File: src/rtl/trig_pkg.sv
// Shared state encoding, config register map and reset defaults for trigger_seq.
package trig_pkg;

  typedef enum logic [2:0] {
    IDLE    = 3'd0,
    READY   = 3'd1,
    PULSE0  = 3'd2,
    PULSE1  = 3'd3,
    TRIGGER = 3'd4
  } state_e;

  localparam logic [2:0] ADDR_CTRL    = 3'd0;
  localparam logic [2:0] ADDR_LEVEL0  = 3'd1;
  localparam logic [2:0] ADDR_LEVEL1  = 3'd2;
  localparam logic [2:0] ADDR_HOLDOFF = 3'd3;
  localparam logic [2:0] ADDR_TIMEOUT = 3'd4;
  localparam logic [2:0] ADDR_MULT    = 3'd5;

  localparam logic [7:0]  MULT_RST    = 8'd20;
  localparam logic [23:0] TIMEOUT_RST = 24'hFF_FFFF;
  localparam int unsigned HOLDOFF_DEF = 500000;

endpackage

File: src/rtl/trig_channel_eval.sv
// One ADC channel: registered pair sum, level compares against both thresholds,
// and single-cycle edge events on each compare.
module trig_channel_eval #(
  parameter int unsigned ADC_DATA_WIDTH = 16
) (
  input  logic                          clk,
  input  logic                          rst,
  input  logic                          en,
  input  logic [2*ADC_DATA_WIDTH-1:0]   data,
  input  logic [15:0]                   level0,
  input  logic [15:0]                   level1,
  output logic [1:0]                    ev_rise,
  output logic [1:0]                    ev_fall
);

  localparam int unsigned W = ADC_DATA_WIDTH;

  logic signed [W:0]  sum_d, sum_q;
  logic signed [16:0] lvl0_x2, lvl1_x2;
  logic [1:0]         gt_d, gt_q, lt_d, lt_q;
  logic [1:0]         rise_d, rise_q, fall_d, fall_q;

  always_comb begin
    sum_d = sum_q;
    if (en) begin
      sum_d = $signed({data[W-1], data[W-1:0]}) + $signed({data[2*W-1], data[2*W-1:W]});
    end
    lvl0_x2 = $signed({level0, 1'b0});
    lvl1_x2 = $signed({level1, 1'b0});
    gt_d[0] = sum_q > lvl0_x2;
    gt_d[1] = sum_q > lvl1_x2;
    lt_d[0] = sum_q < lvl0_x2;
    lt_d[1] = sum_q < lvl1_x2;
    rise_d  = gt_d & ~gt_q;
    fall_d  = lt_d & ~lt_q;
  end

  always_ff @(posedge clk) begin
    if (rst) begin
      sum_q  <= '0;
      gt_q   <= '0;
      lt_q   <= '0;
      rise_q <= '0;
      fall_q <= '0;
    end else begin
      sum_q  <= sum_d;
      gt_q   <= gt_d;
      lt_q   <= lt_d;
      rise_q <= rise_d;
      fall_q <= fall_d;
    end
  end

  assign ev_rise = rise_q;
  assign ev_fall = fall_q;

endmodule

File: src/rtl/trigger_seq.sv
// N-channel pulse-pair trigger sequencer: first/second edge detection,
// scaled inter-pulse delay, delayed trigger, holdoff, timeout and re-arm.
module trigger_seq
  import trig_pkg::*;
#(
  parameter int unsigned N_CH           = 4,
  parameter int unsigned ADC_DATA_WIDTH = 16,
  parameter int unsigned WAIT_WIDTH     = 24,
  parameter int unsigned HOLDOFF_RST    = HOLDOFF_DEF
) (
  input  logic                             adc_clk,
  input  logic                             trig_reset,
  input  logic [N_CH*2*ADC_DATA_WIDTH-1:0] adc_data,
  input  logic [N_CH-1:0]                  adc_enable,
  input  logic                             cfg_wrt,
  input  logic [2:0]                       cfg_addr,
  input  logic [31:0]                      cfg_data,
  output logic                             trigger0,
  output logic                             trigger1,
  output logic [15:0]                      pulse_delay,
  output logic                             timeout_flag,
  output logic [15:0]                      trig_count,
  output logic [2:0]                       state_o
);

  logic [8:0]            ctrl_d, ctrl_q;
  logic [15:0]           level0_d, level0_q, level1_d, level1_q;
  logic [WAIT_WIDTH-1:0] holdoff_d, holdoff_q, timeout_d, timeout_q;
  logic [7:0]            mult_d, mult_q;

  state_e                state_d, state_q;
  logic [WAIT_WIDTH-1:0] wait_d, wait_q;
  logic [WAIT_WIDTH:0]   acc;
  logic [15:0]           pulse_delay_d, pulse_delay_q, trig_count_d, trig_count_q;
  logic                  timeout_flag_d, timeout_flag_q;
  logic                  trigger0_d, trigger0_q, trigger1_d, trigger1_q;

  logic [1:0]            rise_ev [N_CH];
  logic [1:0]            fall_ev [N_CH];
  logic [2:0]            idx0, idx1;
  logic                  ev0, ev1;
  logic                  unused_cfg;

  assign unused_cfg = ^cfg_data;

  for (genvar k = 0; k < N_CH; k++) begin : g_ch
    trig_channel_eval #(.ADC_DATA_WIDTH(ADC_DATA_WIDTH)) u_eval (
      .clk     (adc_clk),
      .rst     (trig_reset),
      .en      (adc_enable[k]),
      .data    (adc_data[k*2*ADC_DATA_WIDTH +: 2*ADC_DATA_WIDTH]),
      .level0  (level0_q),
      .level1  (level1_q),
      .ev_rise (rise_ev[k]),
      .ev_fall (fall_ev[k])
    );
  end

  // Channel/polarity select; out-of-range selects fall back to channel 0.
  always_comb begin
    idx0 = (32'(ctrl_q[2:0]) >= N_CH) ? 3'd0 : ctrl_q[2:0];
    idx1 = (32'(ctrl_q[5:3]) >= N_CH) ? 3'd0 : ctrl_q[5:3];
    ev0  = 1'b0;
    ev1  = 1'b0;
    for (int unsigned k = 0; k < N_CH; k++) begin
      if (32'(idx0) == k) ev0 = ctrl_q[6] ? rise_ev[k][0] : fall_ev[k][0];
      if (32'(idx1) == k) ev1 = ctrl_q[7] ? rise_ev[k][1] : fall_ev[k][1];
    end
  end

  // Config register writes.
  always_comb begin
    ctrl_d    = ctrl_q;
    level0_d  = level0_q;
    level1_d  = level1_q;
    holdoff_d = holdoff_q;
    timeout_d = timeout_q;
    mult_d    = mult_q;
    if (cfg_wrt) begin
      case (cfg_addr)
        ADDR_CTRL:    ctrl_d    = cfg_data[8:0];
        ADDR_LEVEL0:  level0_d  = cfg_data[15:0];
        ADDR_LEVEL1:  level1_d  = cfg_data[15:0];
        ADDR_HOLDOFF: holdoff_d = cfg_data[WAIT_WIDTH-1:0];
        ADDR_TIMEOUT: timeout_d = cfg_data[WAIT_WIDTH-1:0];
        ADDR_MULT:    mult_d    = cfg_data[7:0];
        default:      ;
      endcase
    end
  end

  // Sequencer next state, wait counter and registered outputs.
  always_comb begin
    state_d        = state_q;
    wait_d         = wait_q;
    pulse_delay_d  = pulse_delay_q;
    trig_count_d   = trig_count_q;
    timeout_flag_d = timeout_flag_q;
    acc            = {1'b0, wait_q} + (WAIT_WIDTH+1)'(mult_q);
    case (state_q)
      IDLE: begin
        if (wait_q == '0) state_d = READY;
        else              wait_d  = wait_q - WAIT_WIDTH'(1);
      end
      READY: begin
        wait_d = '0;
        if (ev0) state_d = PULSE0;
      end
      PULSE0: begin
        // event1 takes priority over timeout; the counter is held on capture
        if (ev1) begin
          pulse_delay_d = wait_q[15:0];
          state_d       = PULSE1;
        end else if (wait_q >= timeout_q) begin
          timeout_flag_d = 1'b1;
          wait_d         = holdoff_q;
          state_d        = IDLE;
        end else begin
          wait_d = acc[WAIT_WIDTH] ? '1 : acc[WAIT_WIDTH-1:0];
        end
      end
      PULSE1: begin
        if (wait_q == '0) begin
          state_d      = TRIGGER;
          trig_count_d = trig_count_q + 16'd1;
        end else begin
          wait_d = wait_q - WAIT_WIDTH'(1);
        end
      end
      TRIGGER: begin
        if (ctrl_q[8]) begin
          wait_d  = holdoff_q;
          state_d = IDLE;
        end
      end
      default: begin
        wait_d  = holdoff_q;
        state_d = IDLE;
      end
    endcase
    trigger0_d = (state_d == READY);
    trigger1_d = (state_d == PULSE1);
  end

  // State, counters and configuration registers.
  always_ff @(posedge adc_clk) begin
    if (trig_reset) begin
      ctrl_q         <= '0;
      level0_q       <= '0;
      level1_q       <= '0;
      holdoff_q      <= WAIT_WIDTH'(HOLDOFF_RST);
      timeout_q      <= '1;
      mult_q         <= MULT_RST;
      state_q        <= IDLE;
      wait_q         <= WAIT_WIDTH'(HOLDOFF_RST);
      pulse_delay_q  <= '0;
      trig_count_q   <= '0;
      timeout_flag_q <= 1'b0;
      trigger0_q     <= 1'b0;
      trigger1_q     <= 1'b0;
    end else begin
      ctrl_q         <= ctrl_d;
      level0_q       <= level0_d;
      level1_q       <= level1_d;
      holdoff_q      <= holdoff_d;
      timeout_q      <= timeout_d;
      mult_q         <= mult_d;
      state_q        <= state_d;
      wait_q         <= wait_d;
      pulse_delay_q  <= pulse_delay_d;
      trig_count_q   <= trig_count_d;
      timeout_flag_q <= timeout_flag_d;
      trigger0_q     <= trigger0_d;
      trigger1_q     <= trigger1_d;
    end
  end

  assign trigger0     = trigger0_q;
  assign trigger1     = trigger1_q;
  assign pulse_delay  = pulse_delay_q;
  assign timeout_flag = timeout_flag_q;
  assign trig_count   = trig_count_q;
  assign state_o      = state_q;

endmodule

File: config.mk
export PLATFORM = sky130hd
export DESIGN_NAME = trigger_seq
export DESIGN_NICKNAME = d
export VERILOG_FILES = /design/src/rtl/trig_pkg.sv /design/src/rtl/trig_channel_eval.sv /design/src/rtl/trigger_seq.sv
export SDC_FILE = /design/constraint.sdc
export NUM_CORES = 1
export LEC_CHECK = 0
export BUFFER_PORTS_ARGS = -buffer_cell sky130_fd_sc_hd__buf_2
export CAP_MARGIN = 20
export CORE_ASPECT_RATIO = 0.7
export CORE_MARGIN = 2
export CORE_UTILIZATION = 45
export DETAILED_ROUTE_END_ITERATION = 7
export PLACE_DENSITY_LB_ADDON = 0.3
export SYNTH_ARGS = -nofsm -noshare
export SYNTH_HDL_FRONTEND = slang
export SYNTH_SLANG_ARGS = --single-unit
File: constraint.sdc
create_clock -name adc_clk -period 5.7 [get_ports adc_clk]
set_input_delay 0.57 -clock adc_clk [delete_from_list [all_inputs] [get_ports adc_clk]]
set_output_delay 0.57 -clock adc_clk [all_outputs]
set_load 0.02 [all_outputs]
==> impl_metrics.xml, run 1 <==
<?xml version="1.0" encoding="UTF-8"?>
<metrics>
  <group name="timing">
    <metric name="final.period_utilization" unit="%">60.9</metric>
    <metric name="timing.slew.headroom" unit="%">23.5</metric>
    <metric name="report.final.hold_viol_count" unit="">0</metric>
    <metric name="timing.final.crit_period" unit="ns">3.47</metric>
    <metric name="fin_worst_skew" unit="ns">0.00897</metric>
    <metric name="setup_tns" unit="ns">0</metric>
    <metric name="final_max_slew_viol_count" unit="">0</metric>
    <metric name="report.final.setup_viol" unit="">0</metric>
    <metric name="achievable-frequency" unit="GHz">0.288</metric>
    <metric name="setup_ws" unit="ns">2.23</metric>
    <metric name="fin_worst_hold_slack" unit="ns">0.241</metric>
    <metric name="rsz0062_at_grt" unit="">no</metric>
    <metric name="timing_worst_slew_pin_value" unit="ns">1.15</metric>
  </group>
  <group name="routing">
    <metric name="number_of_design_rule_violations_left_by_the_first_detailed_router_iteration" unit="">1292</metric>
    <metric name="dr.pass1.iters" unit="">5</metric>
    <metric name="detail-route-antenna-nets" unit="">0</metric>
    <metric name="route.detailed.drc" unit="">0</metric>
    <metric name="route.vias.total" unit="">15350</metric>
    <metric name="finalWirelength" unit="um">49800</metric>
    <metric name="route.detailed.wl_per_inst" unit="um">18.5</metric>
    <metric name="detail_route.vias_per_cell" unit="">5.71</metric>
  </group>
  <group name="synth">
    <metric name="synth.area.top_cells" unit="">sky130_fd_sc_hd__dfxtp_1 (30%), sky130_fd_sc_hd__ha_1 (17%), sky130_fd_sc_hd__nand2_1 (5.0%)</metric>
    <metric name="postSynthCellCount" unit="">2025</metric>
    <metric name="synth.mux.area_fraction" unit="%">4.76</metric>
    <metric name="synth_common_cells" unit="">sky130_fd_sc_hd__dfxtp_1 (259), sky130_fd_sc_hd__nand2_1 (229), sky130_fd_sc_hd__ha_1 (226)</metric>
    <metric name="synthesis.area_per_instance" unit="um2">8.42</metric>
    <metric name="synthFlopType" unit="">sky130_fd_sc_hd__dfxtp_1</metric>
    <metric name="async_reset_ff_share" unit="%">0</metric>
    <metric name="yosysUniqueCellTypes" unit="">84</metric>
    <metric name="syn_area" unit="um2">17000</metric>
    <metric name="synth_compound_gate_area_share" unit="%">18.4</metric>
    <metric name="yosysWarningCount" unit="">0</metric>
    <metric name="yosys.area_share.simple" unit="%">19.8</metric>
    <metric name="synthAdderAreaFrac" unit="%">17.2</metric>
    <metric name="synth_most_common_cell" unit="">sky130_fd_sc_hd__dfxtp_1</metric>
    <metric name="yosys.area.top_type_share" unit="%">30.4</metric>
    <metric name="proportion_of_synthesized_chip_area_in_sequential_cells" unit="%">30.4</metric>
    <metric name="synth.ff_latch_count" unit="">259</metric>
    <metric name="synth_fp_nets" unit="">2426</metric>
    <metric name="synth.largest_area_cell" unit="">sky130_fd_sc_hd__dfxtp_1</metric>
    <metric name="post_synth_xor_area_fraction" unit="%">4.73</metric>
    <metric name="synth_enable_flop_cells" unit="">0</metric>
    <metric name="main_combinational_cell_family_by_area_after_synthesis" unit="">simple AND/OR/NAND/NOR gates</metric>
  </group>
  <group name="worst_setup_path">
    <metric name="crit_start" unit="">wait_q[2]</metric>
    <metric name="setup.worst_path.class" unit="">flop to flop</metric>
    <metric name="reg2reg_from" unit="">wait_q[2]</metric>
    <metric name="path_cells" unit="">ha_1 -&gt; nor2b_1 -&gt; o31a_1 -&gt; o31ai_4 -&gt; a211o_1 -&gt; nand3_1 -&gt; o22a_1 -&gt; a222oi_1 -&gt; o22ai_1</metric>
    <metric name="timing.critical_path.buf_inv" unit="">0</metric>
    <metric name="critical_path.slowest_cell" unit="">sky130_fd_sc_hd__dfxtp_1</metric>
    <metric name="worst_r2r_path_depth" unit="">9</metric>
    <metric name="worst_ep_arrival_time" unit="ns">3.90</metric>
    <metric name="crit_required" unit="ns">6.13</metric>
    <metric name="worstSetupEndpointType" unit="">flop</metric>
    <metric name="crit-reg2reg-capture" unit="">wait_q[4]</metric>
    <metric name="reg2reg_slack" unit="ns">2.23</metric>
    <metric name="timing.critical_path.fanout_max" unit="">12</metric>
    <metric name="worst_path_dominant_cell_family" unit="">compound AO/OA/AOI/OAI gates</metric>
    <metric name="cp-start-kind" unit="">flop</metric>
    <metric name="slowest_stage_delay_on_critical_path" unit="ns">0.61</metric>
  </group>
  <group name="global_route">
    <metric name="grtUsageTotal" unit="%">24.6</metric>
    <metric name="largest_net_degree_at_the_start_of_global_routing" unit="">74</metric>
    <metric name="grt_pass1_wl" unit="um">78100</metric>
    <metric name="grt_pass1_vias" unit="">14413</metric>
    <metric name="grt-ovfl-total" unit="">0</metric>
    <metric name="initial_antenna_violation_count" unit="">4</metric>
  </group>
  <group name="clock_network">
    <metric name="hold_buffers" unit="">0</metric>
    <metric name="cts_repair_resize_count" unit="">0</metric>
    <metric name="cts_tree" unit="">built</metric>
    <metric name="clockBufferDepth" unit="">3</metric>
    <metric name="ctsRootBufferMaster" unit="">sky130_fd_sc_hd__clkbuf_16</metric>
    <metric name="worst_setup_hold_path_clk_slew" unit="ns">0.06</metric>
    <metric name="tritoncts_num_sinks" unit="">259</metric>
    <metric name="cts.repair_timing.setup_buffer_count" unit="">0</metric>
    <metric name="cts-buffers-inserted" unit="">28</metric>
    <metric name="number_of_h_tree_levels" unit="">1</metric>
    <metric name="clk_latency" unit="ns">0.56</metric>
  </group>
  <group name="floorplan">
    <metric name="placementRows" unit="">59</metric>
    <metric name="io_pins" unit="">208</metric>
    <metric name="die_w" unit="um">237</metric>
    <metric name="core_area" unit="um2">37300</metric>
    <metric name="die_height" unit="um">167</metric>
    <metric name="effective_utilization_at_floorplan" unit="%">45.7</metric>
    <metric name="design.die.area" unit="um2">39500</metric>
  </group>
  <group name="power_and_ir_drop">
    <metric name="post-layout-total-power" unit="W">0.00523</metric>
    <metric name="power.leakage" unit="nW">8.73</metric>
    <metric name="power.density_cell_area" unit="nW/um2">270</metric>
    <metric name="ir_worst_vdd" unit="mV">0.242</metric>
  </group>
  <group name="job">
    <metric name="timing.max_cap.violations" unit="">0</metric>
  </group>
  <group name="placement">
    <metric name="dp_worst_setup_slack" unit="ns">2.35</metric>
    <metric name="port-buffer-count" unit="">199</metric>
    <metric name="finalWeightedCongestion" unit="">0.932</metric>
    <metric name="post-dp-hpwl" unit="um">37700</metric>
  </group>
  <group name="worst_hold_path">
    <metric name="whs_path_depth" unit="">3</metric>
    <metric name="hold_path_startpoint" unit="">cfg_data[16]</metric>
    <metric name="min_delay_worst_endpoint" unit="">holdoff_q[16]</metric>
    <metric name="timing.hold.worst.class" unit="">primary input to flop</metric>
  </group>
  <group name="cells_and_area">
    <metric name="final_nets" unit="">2580</metric>
    <metric name="drive_above_1_share" unit="%">13.5</metric>
    <metric name="areaGrowthSynthToFinish" unit="%">13.6</metric>
  </group>
  <group name="run_status">
    <metric name="status" unit="">finished, final reports clean</metric>
  </group>
</metrics>
## cells in the final DEF, fill, tap and decap left out, types with 6 or more instances in the layout
cell type | Yosys | final
sky130_fd_sc_hd__clkbuf_16 | 0 | 29
sky130_fd_sc_hd__o21bai_1 | 8 | 8
sky130_fd_sc_hd__buf_4 | 7 | 12
sky130_fd_sc_hd__nand3_1 | 43 | 43
sky130_fd_sc_hd__a41oi_1 | 6 | 6
sky130_fd_sc_hd__nor2_1 | 193 | 193
sky130_fd_sc_hd__buf_2 | 10 | 198
sky130_fd_sc_hd__nor4b_1 | 6 | 6
sky130_fd_sc_hd__nor4_1 | 13 | 13
sky130_fd_sc_hd__xnor2_1 | 55 | 55
sky130_fd_sc_hd__nand4_1 | 30 | 30
sky130_fd_sc_hd__a31oi_1 | 27 | 27
sky130_fd_sc_hd__o22ai_1 | 6 | 6
sky130_fd_sc_hd__and3_1 | 17 | 17
sky130_fd_sc_hd__nand2_1 | 229 | 229
sky130_fd_sc_hd__inv_1 | 106 | 106
sky130_fd_sc_hd__a211oi_1 | 20 | 20
sky130_fd_sc_hd__nor3_1 | 37 | 36
sky130_fd_sc_hd__o21ai_0 | 64 | 64
sky130_fd_sc_hd__o211ai_1 | 36 | 36
sky130_fd_sc_hd__nor3b_1 | 6 | 6
sky130_fd_sc_hd__xor2_1 | 37 | 37
sky130_fd_sc_hd__mux2i_1 | 71 | 71
sky130_fd_sc_hd__a22oi_1 | 7 | 7
sky130_fd_sc_hd__o21a_1 | 36 | 36
sky130_fd_sc_hd__a221oi_1 | 8 | 8
sky130_fd_sc_hd__and2_1 | 11 | 11
sky130_fd_sc_hd__dfxtp_1 | 259 | 259
sky130_fd_sc_hd__ha_1 | 226 | 226
sky130_fd_sc_hd__or3_1 | 11 | 11
sky130_fd_sc_hd__a21o_1 | 42 | 42
sky130_fd_sc_hd__a21oi_1 | 148 | 147
sky130_fd_sc_hd__and3b_1 | 6 | 6
sky130_fd_sc_hd__o221ai_1 | 16 | 16
sky130_fd_sc_hd__nand2b_1 | 21 | 21
sky130_fd_sc_hd__nor2b_1 | 38 | 38
## sequential cells by signal (all words and copies together), names as in the netlist
signal / count
mult_q: 8
g_ch.u_eval.ev_fall: 8
state_o: 3
pulse_delay: 16
trigger1: 1
trigger0: 1
holdoff_q: 24
ctrl_q: 9
g_ch.u_eval.lt_q: 8
g_ch.u_eval.sum_q: 68
level0_q: 16
trig_count: 16
timeout_flag: 1
wait_q: 24
level1_q: 16
timeout_q: 24
g_ch.u_eval.ev_rise: 8
g_ch.u_eval.gt_q: 8
## metal layers
layer | global-route usage (%) | up-vias | wire [um] | part of all wire (%)
li1 | - | 7570 | - | -
met1 | 36.4 | 7162 | 24000 | 48
met2 | 35.8 | 539 | 20300 | 41
met3 | 5.54 | 75 | 4220 | 8.5
met4 | 6.36 | 4 | 1340 | 2.7
met5 | 0 | - | 30 | 0.060
## worst min-delay path, stage by stage
cell and delay (ns):
sky130_fd_sc_hd__buf_2 0.09, sky130_fd_sc_hd__nand2_1 0.04, sky130_fd_sc_hd__nand3_1 0.06
## how the worst max path moves through the flow
stage / endpoint / slack (ns) / cells past startpoint
2_1_floorplan: g_ch[2].u_eval.sum_q[14] / 3.14 / 11
3_3_place_gp: wait_q[4] / 2.34 / 9
3_5_place_dp: wait_q[4] / 2.35 / 9
4_1_cts: wait_q[4] / 2.33 / 9
5_1_grt: wait_q[4] / 2.09 / 9
6_report: wait_q[4] / 2.23 / 9
## kinds of logic (layout without fill, tap and decap cells)
group / Yosys count / in the layout
fa+ha+maj: 231 / 231
other cells: 0 / 2
flops: 259 / 259
mux: 78 / 78
compound gates: 474 / 474
buf+inv: 194 / 367
xor+xnor: 92 / 92
simple gates: 697 / 697
## power by group
| part | internal (W) | total [W] | switching (W) |
|---|---|---|---|
| logic | 0.000557 | 0.00119 | 0.000637 |
| clock network | 0.00121 | 0.00197 | 0.000754 |
| registers | 0.00194 | 0.00207 | 0.000126 |
## metrics by stage
step / util [%] / cell area [um2] / cells
floorplan: - / 17000 / 2025
global placement: 49.2 / 18300 / 2635
detailed placement: 49.2 / 18400 / 2636
CTS: 51.9 / 19300 / 2685
global route: 51.9 / 19400 / 2688
finish: 51.9 / 19400 / 2688
## final cells by class
| cell class | count | area (um2) |
|---|---|---|
| fill | 3517 | 17900 |
| sequential | 259 | 5180 |
| tap | 488 | 611 |
| antenna | 2 | 5.00 |
| multi-input combinational | 1572 | 11100 |
| clock buffer | 39 | 813 |
| timing repair buffer | 212 | 1110 |
| inverter | 106 | 398 |
| clock inverter | 10 | 180 |
No activity file was read; power rests on OpenSTA's default activity.
==> inputs of run 2 (changes only) <==
- ABC_AREA: unset -> 1
- clock period: 5.7 -> 3 ns (I/O delays scaled with it)
==> run 2 against run 1 <==
  * First-iteration DRC count is 43% higher
  * Design area is 6.7% higher
  * Clock skew is 0.0089 ns higher
  * Maximum frequency is 27% higher
  * Critical path type unchanged
  * Critical endpoint is now wait_q[17]
  * Largest power group unchanged
==> impl_metrics.xml, run 2 <==
<?xml version="1.0" encoding="UTF-8"?>
<metrics>
  <group name="power_and_ir_drop">
    <metric name="power.density_cell_area" unit="nW/um2">475</metric>
    <metric name="post-layout-total-power" unit="W">0.00982</metric>
    <metric name="power.leakage" unit="nW">10.4</metric>
    <metric name="ir_worst_vdd" unit="mV">0.518</metric>
  </group>
  <group name="synth">
    <metric name="proportion_of_synthesized_chip_area_in_sequential_cells" unit="%">28.8</metric>
    <metric name="postSynthCellCount" unit="">2642</metric>
    <metric name="synth.area.top_cells" unit="">sky130_fd_sc_hd__dfxtp_1 (29%), sky130_fd_sc_hd__ha_1 (16%), sky130_fd_sc_hd__nand2_1 (10%)</metric>
    <metric name="synth_enable_flop_cells" unit="">0</metric>
    <metric name="yosysUniqueCellTypes" unit="">50</metric>
    <metric name="synth.largest_area_cell" unit="">sky130_fd_sc_hd__dfxtp_1</metric>
    <metric name="synth_fp_nets" unit="">3043</metric>
    <metric name="synthesis.area_per_instance" unit="um2">6.82</metric>
    <metric name="yosys.area.top_type_share" unit="%">28.8</metric>
    <metric name="synthFlopType" unit="">sky130_fd_sc_hd__dfxtp_1</metric>
    <metric name="synth_most_common_cell" unit="">sky130_fd_sc_hd__nand2_1</metric>
    <metric name="synth.ff_latch_count" unit="">259</metric>
    <metric name="async_reset_ff_share" unit="%">0</metric>
    <metric name="syn_area" unit="um2">18000</metric>
    <metric name="synth_common_cells" unit="">sky130_fd_sc_hd__nand2_1 (487), sky130_fd_sc_hd__inv_1 (356), sky130_fd_sc_hd__nor2_1 (294)</metric>
    <metric name="yosysWarningCount" unit="">0</metric>
  </group>
  <group name="timing">
    <metric name="achievable-frequency" unit="GHz">0.366</metric>
    <metric name="timing.slew.headroom" unit="%">30.8</metric>
    <metric name="report.final.setup_viol" unit="">0</metric>
    <metric name="final_max_slew_viol_count" unit="">0</metric>
    <metric name="final.period_utilization" unit="%">91.0</metric>
    <metric name="timing.final.crit_period" unit="ns">2.73</metric>
    <metric name="report.final.hold_viol_count" unit="">0</metric>
    <metric name="setup_tns" unit="ns">0</metric>
    <metric name="rsz0062_at_grt" unit="">no</metric>
    <metric name="timing_worst_slew_pin_value" unit="ns">1.04</metric>
    <metric name="fin_worst_skew" unit="ns">0.0179</metric>
    <metric name="setup_ws" unit="ns">0.269</metric>
  </group>
  <group name="global_route">
    <metric name="largest_net_degree_at_the_start_of_global_routing" unit="">81</metric>
    <metric name="initial_antenna_violation_count" unit="">4</metric>
    <metric name="grt_pass1_wl" unit="um">87600</metric>
    <metric name="grt_pass1_vias" unit="">16359</metric>
    <metric name="grt-ovfl-total" unit="">0</metric>
    <metric name="grtUsageTotal" unit="%">26.3</metric>
  </group>
  <group name="placement">
    <metric name="inst_count_dp" unit="">3323</metric>
    <metric name="post-dp-hpwl" unit="um">42900</metric>
    <metric name="finalWeightedCongestion" unit="">0.964</metric>
    <metric name="dp_worst_setup_slack" unit="ns">0.265</metric>
    <metric name="port-buffer-count" unit="">199</metric>
  </group>
  <group name="worst_setup_path">
    <metric name="crit_path_end" unit="">wait_q[17]</metric>
    <metric name="worst_ep_arrival_time" unit="ns">3.22</metric>
    <metric name="crit_start" unit="">wait_q[0]</metric>
    <metric name="worstSetupEndpointType" unit="">flop</metric>
    <metric name="cp-start-kind" unit="">flop</metric>
    <metric name="crit-reg2reg-capture" unit="">wait_q[17]</metric>
    <metric name="reg2reg_slack" unit="ns">0.27</metric>
    <metric name="crit_required" unit="ns">3.49</metric>
    <metric name="setup.worst_path.class" unit="">flop to flop</metric>
    <metric name="reg2reg_from" unit="">wait_q[0]</metric>
    <metric name="worst_r2r_path_depth" unit="">12</metric>
    <metric name="timing.critical_path.fanout_max" unit="">7</metric>
  </group>
  <group name="clock_network">
    <metric name="tritoncts_num_sinks" unit="">259</metric>
    <metric name="number_of_h_tree_levels" unit="">1</metric>
    <metric name="cts-buffers-inserted" unit="">27</metric>
    <metric name="worst_setup_hold_path_clk_slew" unit="ns">0.07</metric>
    <metric name="cts_tree" unit="">built</metric>
    <metric name="cts.repair_timing.setup_buffer_count" unit="">0</metric>
    <metric name="clockBufferDepth" unit="">3</metric>
    <metric name="clk_latency" unit="ns">0.56</metric>
    <metric name="ctsRootBufferMaster" unit="">sky130_fd_sc_hd__clkbuf_16</metric>
  </group>
  <group name="worst_hold_path">
    <metric name="timing.hold.worst.class" unit="">primary input to flop</metric>
  </group>
  <group name="run_status">
    <metric name="status" unit="">finished, final reports clean</metric>
  </group>
  <group name="cells_and_area">
    <metric name="final_nets" unit="">3226</metric>
    <metric name="registers.top_by_ff_count" unit="">g_ch.u_eval.sum_q</metric>
    <metric name="drive_above_1_share" unit="%">11.0</metric>
    <metric name="leading_cell_type_in_the_layout_fill_and_taps_excluded" unit="">sky130_fd_sc_hd__nand2_1</metric>
    <metric name="areaGrowthSynthToFinish" unit="%">14.7</metric>
    <metric name="fillers" unit="">3870</metric>
    <metric name="finalNonFillerCells" unit="">3383</metric>
    <metric name="largest_reg_flops" unit="">68</metric>
    <metric name="layout_common_cells" unit="">sky130_fd_sc_hd__nand2_1 (487), sky130_fd_sc_hd__inv_1 (356), sky130_fd_sc_hd__nor2_1 (293), sky130_fd_sc_hd__a21oi_1 (286), sky130_fd_sc_hd__dfxtp_1 (259)</metric>
  </group>
  <group name="floorplan">
    <metric name="design.die.area" unit="um2">41700</metric>
    <metric name="io_pins" unit="">208</metric>
    <metric name="die_w" unit="um">243</metric>
    <metric name="core_area" unit="um2">39600</metric>
    <metric name="die_height" unit="um">171</metric>
    <metric name="placementRows" unit="">61</metric>
    <metric name="effective_utilization_at_floorplan" unit="%">45.5</metric>
  </group>
  <group name="routing">
    <metric name="detail_route.vias_per_cell" unit="">5.38</metric>
    <metric name="route.detailed.wl_per_inst" unit="um">16.7</metric>
    <metric name="detail-route-antenna-nets" unit="">0</metric>
    <metric name="dr.pass1.iters" unit="">5</metric>
    <metric name="route.detailed.drc" unit="">0</metric>
    <metric name="number_of_design_rule_violations_left_by_the_first_detailed_router_iteration" unit="">1853</metric>
    <metric name="finalWirelength" unit="um">56500</metric>
    <metric name="route.vias.total" unit="">18195</metric>
  </group>
  <group name="job">
    <metric name="timing.max_cap.violations" unit="">0</metric>
  </group>
</metrics>
run 2: what timing repair did:
item                                   CTS  global route
endpoints found under the hold margin   10             0
resized for setup                        0             1
hold buffers                             8             0
setup endpoints to repair                0             1
run 2: cell type report:
| type | count | area [um2] | area share (%) |
|---|---|---|---|
| diodes | 3 | 7.51 | 0.0363 |
| clock buffers | 31 | 721 | 3.49 |
| clock inverters | 18 | 248 | 1.20 |
| inverters | 377 | 1420 | 6.86 |
| multi-input cells | 1928 | 11100 | 53.7 |
| flip-flops and latches | 259 | 5180 | 25.1 |
| well taps | 535 | 669 | 3.24 |
| repair buffers | 232 | 1320 | 6.41 |
run 2: critical path, cell delays in order, from the launching register on:
cell                       delay [ns]
sky130_fd_sc_hd__dfxtp_1         0.38
sky130_fd_sc_hd__ha_1            0.21
sky130_fd_sc_hd__inv_1           0.06
sky130_fd_sc_hd__fa_1            0.41
sky130_fd_sc_hd__o21ai_2         0.26
sky130_fd_sc_hd__nand2_1         0.08
sky130_fd_sc_hd__nand2_1         0.27
sky130_fd_sc_hd__nand3_1         0.22
sky130_fd_sc_hd__o21ai_2         0.38
sky130_fd_sc_hd__nor2_1          0.11
sky130_fd_sc_hd__o21bai_1        0.15
sky130_fd_sc_hd__nand2_1         0.07
sky130_fd_sc_hd__nand2_1         0.05
run 2: worst min path at each step:
| stage | slack [ns] | cells after the start | startpoint | to |
|---|---|---|---|---|
| 2_1_floorplan | 0.37 | 1 | g_ch[0].u_eval.gt_q[1] | g_ch[0].u_eval.ev_rise[1] |
| 3_3_place_gp | 0.37 | 1 | g_ch[2].u_eval.lt_q[1] | g_ch[2].u_eval.ev_fall[1] |
| 3_5_place_dp | 0.38 | 1 | g_ch[1].u_eval.gt_q[0] | g_ch[1].u_eval.ev_rise[0] |
| 4_1_cts | 0.01 | 3 | cfg_data[15] | timeout_q[15] |
| 5_1_grt | 0.03 | 3 | cfg_data[9] | timeout_q[9] |
| 6_report | 0.02 | 3 | cfg_data[13] | holdoff_q[13] |
run 2: kinds of logic (layout without fill, tap and decap cells):
family	after synthesis	in the layout	share of synthesized area, %
AO/OA/AOI/OAI	642	642	19.5
XOR/XNOR	53	53	2.58
adder cells (fa/ha/maj)	231	231	16.3
buffers and inverters	455	658	9.69
flip-flops	259	259	28.8
other	0	3	0
AND/OR/NAND/NOR	1002	1002	23.2
run 2: layer usage:
layer	wire [um]	track usage (%)	vias to the layer above
met5	14	0	-
met1	28600	40.5	8363
met3	4400	3.40	69
met4	1080	5.28	2
li1	-	-	9161
met2	22400	38.6	600
run 2: per-stage QoR:
step           hold WS (ns)  instance area, um2  utilization, %
5_1_grt              0.0317               20600            52.1
4_1_cts              0.0119               20600            52.1
3_3_place_gp          0.372               19600            49.4
3_5_place_dp          0.378               19600            49.5
6_report             0.0205               20700            52.1
2_1_floorplan         0.366               18000               -
run 2: power breakdown:
group          switching, W  leakage [nW]  internal [W]
logic               0.00138          7.79      0.000871
registers          0.000182          2.12       0.00369
clock network       0.00152         0.464       0.00217
total               0.00309          10.4       0.00673
